$ cat src/rtl/parking_pkg.sv
// Shared types and defaults for the parking gate controller.
package parking_pkg;

  localparam int DEF_CAPACITY    = 15;
  localparam int DEF_GATE_CYCLES = 8;

  typedef enum logic [2:0] {
    IDLE,
    GRANT_IN,
    OPEN_IN,
    GRANT_OUT,
    OPEN_OUT,
    FAULT
  } state_t;

  typedef enum logic {
    LANE_IN,
    LANE_OUT
  } lane_t;

endpackage

$ cat src/rtl/gate_timer.sv
// Loadable 8-bit down-counter; done while the count sits at zero.
module gate_timer (
  input  logic       clk,
  input  logic       rst,
  input  logic       load,
  input  logic [7:0] load_val,
  input  logic       en,
  output logic       done
);

  logic [7:0] cnt;

  always_ff @(posedge clk) begin
    if (!rst) begin
      cnt <= '0;
    end else if (load) begin
      cnt <= load_val;
    end else if (en && (cnt != 8'd0)) begin
      cnt <= cnt - 8'd1;
    end
  end

  assign done = (cnt == 8'd0);

endmodule

$ cat src/rtl/parking_gate_ctrl.sv
// Entry/exit gate arbiter for a parking lot with an external car counter.
//
// state     | meaning
// IDLE      | waiting for a feasible request
// GRANT_IN  | one-cycle entry grant, inc pulse, entry gate opens
// OPEN_IN   | entry gate held open until the timer expires
// GRANT_OUT | one-cycle exit grant, dec pulse, exit gate opens
// OPEN_OUT  | exit gate held open until the timer expires
// FAULT     | counter error seen; terminal until reset
module parking_gate_ctrl
  import parking_pkg::*;
#(
  parameter int CAPACITY    = DEF_CAPACITY,
  parameter int GATE_CYCLES = DEF_GATE_CYCLES
) (
  input  logic       clk,
  input  logic       rst,
  input  logic       entry_req,
  input  logic       exit_req,
  input  logic [3:0] count,
  input  logic       cnt_err,
  output logic       inc,
  output logic       dec,
  output logic       entry_ack,
  output logic       exit_ack,
  output logic       entry_deny,
  output logic       exit_deny,
  output logic       entry_gate,
  output logic       exit_gate,
  output logic       full,
  output logic       empty,
  output logic       fault
);

  localparam logic [3:0] CAP = 4'(CAPACITY);
  // The grant cycle is the first open cycle, so the open phase runs one short.
  localparam logic [7:0] OPEN_LOAD = 8'(GATE_CYCLES - 2);

  state_t state, next_state;
  lane_t  last_lane;
  logic   entry_ok, exit_ok;
  logic   timer_load, timer_en, timer_done;

  assign entry_ok = entry_req && (count < CAP);
  assign exit_ok  = exit_req && (count != 4'd0);

  assign timer_load = (state == GRANT_IN) || (state == GRANT_OUT);
  assign timer_en   = (state == OPEN_IN) || (state == OPEN_OUT);

  gate_timer u_gate_timer (
    .clk      (clk),
    .rst      (rst),
    .load     (timer_load),
    .load_val (OPEN_LOAD),
    .en       (timer_en),
    .done     (timer_done)
  );

  always_ff @(posedge clk) begin
    if (!rst) begin
      state     <= IDLE;
      last_lane <= LANE_OUT;
    end else begin
      state <= next_state;
      if (state == IDLE && next_state == GRANT_IN) begin
        last_lane <= LANE_IN;
      end else if (state == IDLE && next_state == GRANT_OUT) begin
        last_lane <= LANE_OUT;
      end
    end
  end

  always_comb begin
    next_state = state;
    if (cnt_err) begin
      next_state = FAULT;
    end else begin
      case (state)
        IDLE: begin
          if (entry_ok && exit_ok) begin
            next_state = (last_lane == LANE_IN) ? GRANT_OUT : GRANT_IN;
          end else if (entry_ok) begin
            next_state = GRANT_IN;
          end else if (exit_ok) begin
            next_state = GRANT_OUT;
          end
        end
        GRANT_IN:  next_state = OPEN_IN;
        GRANT_OUT: next_state = OPEN_OUT;
        OPEN_IN,
        OPEN_OUT:  if (timer_done) next_state = IDLE;
        FAULT:     next_state = FAULT;
        default:   next_state = IDLE;
      endcase
    end
  end

  always_comb begin
    inc        = 1'b0;
    dec        = 1'b0;
    entry_ack  = 1'b0;
    exit_ack   = 1'b0;
    entry_gate = 1'b0;
    exit_gate  = 1'b0;
    fault      = 1'b0;
    entry_deny = 1'b0;
    exit_deny  = 1'b0;
    case (state)
      IDLE: begin
        entry_deny = entry_req && (count >= CAP);
        exit_deny  = exit_req && (count == 4'd0);
      end
      GRANT_IN: begin
        inc        = 1'b1;
        entry_ack  = 1'b1;
        entry_gate = 1'b1;
      end
      OPEN_IN:  entry_gate = 1'b1;
      GRANT_OUT: begin
        dec       = 1'b1;
        exit_ack  = 1'b1;
        exit_gate = 1'b1;
      end
      OPEN_OUT: exit_gate = 1'b1;
      FAULT: begin
        fault      = 1'b1;
        entry_deny = entry_req;
        exit_deny  = exit_req;
      end
      default: ;
    endcase
  end

  assign full  = (count >= CAP);
  assign empty = (count == 4'd0);

endmodule

$ cat config.mk
export PLATFORM = sky130hd
export DESIGN_NAME = parking_gate_ctrl
export DESIGN_NICKNAME = d
export VERILOG_FILES = /design/src/rtl/parking_pkg.sv /design/src/rtl/gate_timer.sv /design/src/rtl/parking_gate_ctrl.sv
export SDC_FILE = /design/constraint.sdc
export NUM_CORES = 1
export LEC_CHECK = 0
export CORE_UTILIZATION = 51
export CTS_BUF_LIST = sky130_fd_sc_hd__clkbuf_16
export DETAILED_ROUTE_END_ITERATION = 8
export GPL_TIMING_DRIVEN = 0
export PLACE_DENSITY = 0.91
export SLEW_MARGIN = 15
export SYNTH_ARGS = -nofsm -noshare
export SYNTH_HDL_FRONTEND = slang
export SYNTH_SLANG_ARGS = --single-unit
$ cat constraint.sdc
create_clock -name clk -period 3.38 [get_ports clk]
set_clock_uncertainty 0.15 [all_clocks]
set_input_delay 0.338 -clock clk [delete_from_list [all_inputs] [get_ports clk]]
set_output_delay 0.338 -clock clk [all_outputs]
set_load 0.01 [all_outputs]
# After elaboration in Yosys (flattened, before gate mapping)
# Index checks and enable logic that the tools add are counted.
word_totals:
  register_bits: 12
  output_inout_bits: 11
  in_bits: 9
classes:
  bitwise: 1
  addsub: 1
  mux: 18
  n_reduce_logical: 21
  eq_ne: 7
  order_cmp: 2
op_table:
  columns: ["cell", "n"]
  rows:
  - ["$mux W3", 7]
  - ["$pmux W3 S5", 1]
  - ["$eq A3 B2 Y1 const B", 3]
  - ["$logic_and A1 B1 Y1", 8]
  - ["$logic_not A8 Y1", 1]
  - ["$reduce_bool A8 Y1", 1]
  - ["$reduce_or A2 Y1", 4]
  - ["$sub A8 B1 Y8 const B", 1]
  - ["$mux W1", 7]
  - ["$eq A3 B1 Y1 const B", 2]
  - ["$eq A3 B3 Y1 const B", 2]
  - ["$ge A4 B4 Y1 const B", 1]
  - ["$logic_not A4 Y1", 1]
  - ["$lt A4 B4 Y1 const B", 1]
  - ["$pmux W1 S2", 2]
  - ["$reduce_bool A2 Y1", 2]
  - ["$reduce_bool A4 Y1", 1]
  - ["$logic_not A3 Y1", 1]
  - ["$logic_or A1 B1 Y1", 2]
  - ["$mux W2", 1]
  - ["$not A1 Y1", 1]

# Longest topological paths before layout
depth:
  depth_word: 11
  mapped_depth: 5
  ltp_nobuf: 5

# Cells and area by module
# From an unflattened synthesis, not the netlist that was laid out.
unflattened:
  cells_unflattened: 107
  area_unflattened_um2: 880.8
by_module_without_submodules:
  columns: ["module", "seq_area_each_um2", "instances", "cells_each", "area_each_um2"]
  rows:
  - ["gate_timer", 160.2, 1, 58, 508.0]
  - ["parking_gate_ctrl", 80.1, 1, 49, 372.9]

# Least setup slack after synthesis
# OpenSTA, ideal clock, no wires.
synth_path:
  path_kind: "input to output"
  start: "in count[0]"
  end: "out exit_deny"
  setup_slack_ps: 1485
  cell_stages: 3
  arrival_time_ps: 1407
  cell_sequence: "nor4_1 -> a21oi_1 -> nor3_1"
synth_via:
  elab_chain_len: 3
synth_lines:
  columns: ["element", "line", "text"]
  rows:
  - ["start: declaration", "parking_gate_ctrl.sv:20", "input logic [3:0] count,"]
  - ["$logic_not A4 Y1", "parking_gate_ctrl.sv:111", "exit_deny = exit_req && (count == 4'd0);"]
  - ["$logic_and A1 B1 Y1", "parking_gate_ctrl.sv:111", null]
  - ["$pmux W1 S2", "parking_gate_ctrl.sv:108", "case (state)"]
  - ["end: declaration", "parking_gate_ctrl.sv:27", "output logic exit_deny,"]
# Every way passes these cells.

# Worst setup path in the final report
# Same ends and word-level chain as after synthesis.

==> flow_metrics.py <==
metrics = {
    "timing": {
        "worst_pin_slew_ps": 624,
        "min_period_ps": 2690,
        "rsz0062_at_grt": "no",
        "max_slew_margin_pct": 58.0,
        "finalSetupViolCount": 0,
        "slew_viol_final": 0,
        "fin_setup_tns_ps": 0,
        "fmax_ghz": 0.372,
        "layout_worst_path_cycle_share_pct": 79.6,
        "hold_viol": 0,
    },
    "finish": {
        "layout_commonest_cell": "clkdlybuf4s50_1",
        "area_growth_pct": 35.7,
        "final_cell_mix": "clkdlybuf4s50_1, dfxtp_1, nor2_1, inv_1",
        "drive_gt1_share_pct": 10.1,
        "multiInputGateArea_sq_um": 504,
        "final_cells": 134,
        "final_area_sq_um": 1090,
        "regArea_sq_um": 240,
        "final_nets": 131,
        "nFillCells": 95,
        "diodes": 0,
    },
    "yosys": {
        "synth_area_sq_um": 806,
        "synth.distinct_cells": 38,
        "dominantRegCellSynth": "dfxtp_1",
        "synth_edf_count": 0,
        "syn_area_per_cell_sq_um": 8.39,
        "synthArstFlopShare_pct": 0,
        "syn_inst": 96,
        "synth_nets": 107,
        "ys_seq_area_share_pct": 29.8,
        "ys_ff_latch": 12,
        "ys_warn_count": 0,
    },
    "power": {
        "leakage_nw": 0.440,
        "p_clk_share_pct": 35.9,
        "swShare_pct": 32.2,
        "ir_worst_vdd_uv": 466,
        "power_frac_comb_pct": 34.1,
        "seqPwrFrac_pct": 30.0,
        "p_switching_mw": 0.197,
        "power_density_nw_per_um2": 558,
        "internal_power_mw": 0.414,
    },
    "run": {
        "max_cap_viol_count": 0,
    },
    "drt": {
        "drt-total-wl_microns": 2030,
        "vias_per_cell": 6.00,
        "vias": 804,
        "drc": 0,
        "drtAntennaViolNets": 0,
        "wl_per_cell_microns": 15.2,
        "first_iter_violations": 19,
        "first_pass_iters": 4,
    },
    "min_path": {
        "hold-path-endpoint": "u_gate_timer.cnt[6]$_SDFFE_PP0P_",
        "min_path_cells": 2,
        "hold_path.startpoint": "u_gate_timer.cnt[6]$_SDFFE_PP0P_",
        "worstHoldPathType": "register to register",
    },
    "worst_setup_path": {
        "rr_worst_depth": 5,
        "reg2reg_from": "u_gate_timer.cnt[0]$_SDFFE_PP0P_",
        "crit_fanout": 4,
        "r2r_setup_slack_ps": 1520,
        "cp.required_ps": 2890,
        "path_cells": "clkdlybuf4s50_1, nor4_1, a21oi_1, nor3_1, clkdlybuf4s50_1",
        "end_kind": "output port",
        "critPathMostFrequentCell": "clkdlybuf4s50_1",
        "crit_path_max_incr_delay_ps": 590,
        "reg2reg_to": "u_gate_timer.cnt[6]$_SDFFE_PP0P_",
        "cp_slowest_cell": "nor4_1",
        "start_kind": "input port",
        "arrival_ps": 2200,
        "path_buf_inv": 2,
        "crit_family": "buffers and inverters",
        "criticalPathCategory": "input port to output port",
    },
    "clock_tree": {
        "cts_repair_resize_count": 0,
        "clockBufferDepth": 2,
        "cts_tree": "done",
        "clk_pin_slew_ps": 40,
        "cts_sinks": 12,
        "numCtsBuffers": 3,
        "root_buffer": "clkbuf_16",
        "worstSkewPairLatency_ps": 240,
        "cts.htree.levels": 1,
        "holdBufCountCts": 0,
        "cts_setup_buffers": 0,
    },
    "floorplanning": {
        "dieArea_sq_um": 1740,
        "fp.dieH_microns": 41.8,
        "pin_count": 20,
        "die_w_microns": 41.8,
        "start_util_pct": 58.3,
        "rows": 13,
        "core_sq_um": 1380,
    },
    "grt": {
        "grt_pass1_vias": 766,
        "track_usage_pct": 25.3,
        "gr-total-overflow": 0,
        "grt_pass1_wl_microns": 3430,
        "antenna_found_initial": 0,
        "grt_max_degree": 11,
    },
    "placed_design": {
        "portBuffers": 19,
        "dp_cells": 130,
        "placed_cell_area_sq_um": 1010,
        "place.gp.congestion": 0.814,
        "dpl.hpwl_microns": 1500,
    },
    "status": {
        "status": "completed",
    },
}
-- through the flow --
stage               hold WS (ps)  utilization (%)  total power [mW]  setup slack, ps
global placement             351             73.4             0.378              736
detailed placement           367             73.4             0.389              723
floorplan                    317                -             0.328             1480
CTS                          369             79.1             0.611              714
finish                       371             79.1             0.610              688
global route                 415             79.1             0.642              547
-- layout make-up --
type	instances	area share, %
Inverter	7	2.40
Timing Repair Buffer	19	17.4
Sequential cell	12	22.0
Clock buffer	3	6.86
Tap cell	15	1.72
Buffer	5	3.20
Clock inverter	1	0.343
Multi-Input combinational cell	72	46.1
-- worst reg2reg max path, delay by kind of cell, from the launching register on --
family / cells / cell delay [ps]
simple gates: 1 / 340
fa+ha+maj: 1 / 270
mux: 1 / 210
compound gates: 1 / 350
flops: 1 / 380
buf+inv: 1 / 90
-- per-layer routing --
metal	vias to the layer above	track usage [%]	part of all wire, %
met1	366	30.9	45
met3	9	9.13	4.3
li1	404	-	-
met2	25	40.6	49
met4	0	9.03	2.3
met5	-	0	0
-- sequential cells by signal (all words and copies together), names as in the netlist --
register and cells:
u_gate_timer.cnt 8, last_lane 1, state 3
-- cells by family after synthesis --
family          synth area share, %
xor+xnor                       4.19
mux                            1.24
flops                          29.8
fa+ha+maj                      3.11
simple gates                   31.8
compound gates                 22.2
buf+inv                        7.61
-- worst max-delay path by stage --
stage,depth (start not counted),endpoint,from,slack (ps)
floorplan,3,exit_deny,count[0],1480
global placement,5,exit_deny,count[0],740
detailed placement,5,exit_deny,count[0],720
CTS,5,exit_deny,count[0],710
global route,5,exit_deny,count[1],550
finish,5,exit_deny,count[0],690
-- cell usage after synthesis (2+ instances only) --
library cell  instances  area share (%)
dfxtp_1              12              30
nor2_1               11             5.1
inv_1                 7             3.3
a21oi_1               6             3.7
nor3_1                6             3.7
or3_1                 5             3.9
nand3_1               4             2.5
o21bai_1              3             2.8
a211oi_1              2             1.9
a311o_1               2             2.5
a31oi_1               2             1.6
a41o_1                2             2.5
and2_1                2             1.6
buf_4                 2             1.9
ha_1                  2             3.1
nand2_1               2            0.93
nor4_1                2             1.6
o21ai_0               2             1.2
or3b_1                2             2.2
xnor2_1               2             2.2
-- power groups by stage --
stage | clock [mW] | combinational [mW] | sequential [mW]
after floorplan | 0 | 0.149 | 0.179
after global placement | 0 | 0.195 | 0.182
after detailed placement | 0 | 0.204 | 0.185
after CTS | 0.221 | 0.207 | 0.182
after global routing | 0.227 | 0.230 | 0.185
final | 0.219 | 0.208 | 0.183
Note: power is estimated with default switching activity, not from simulation.
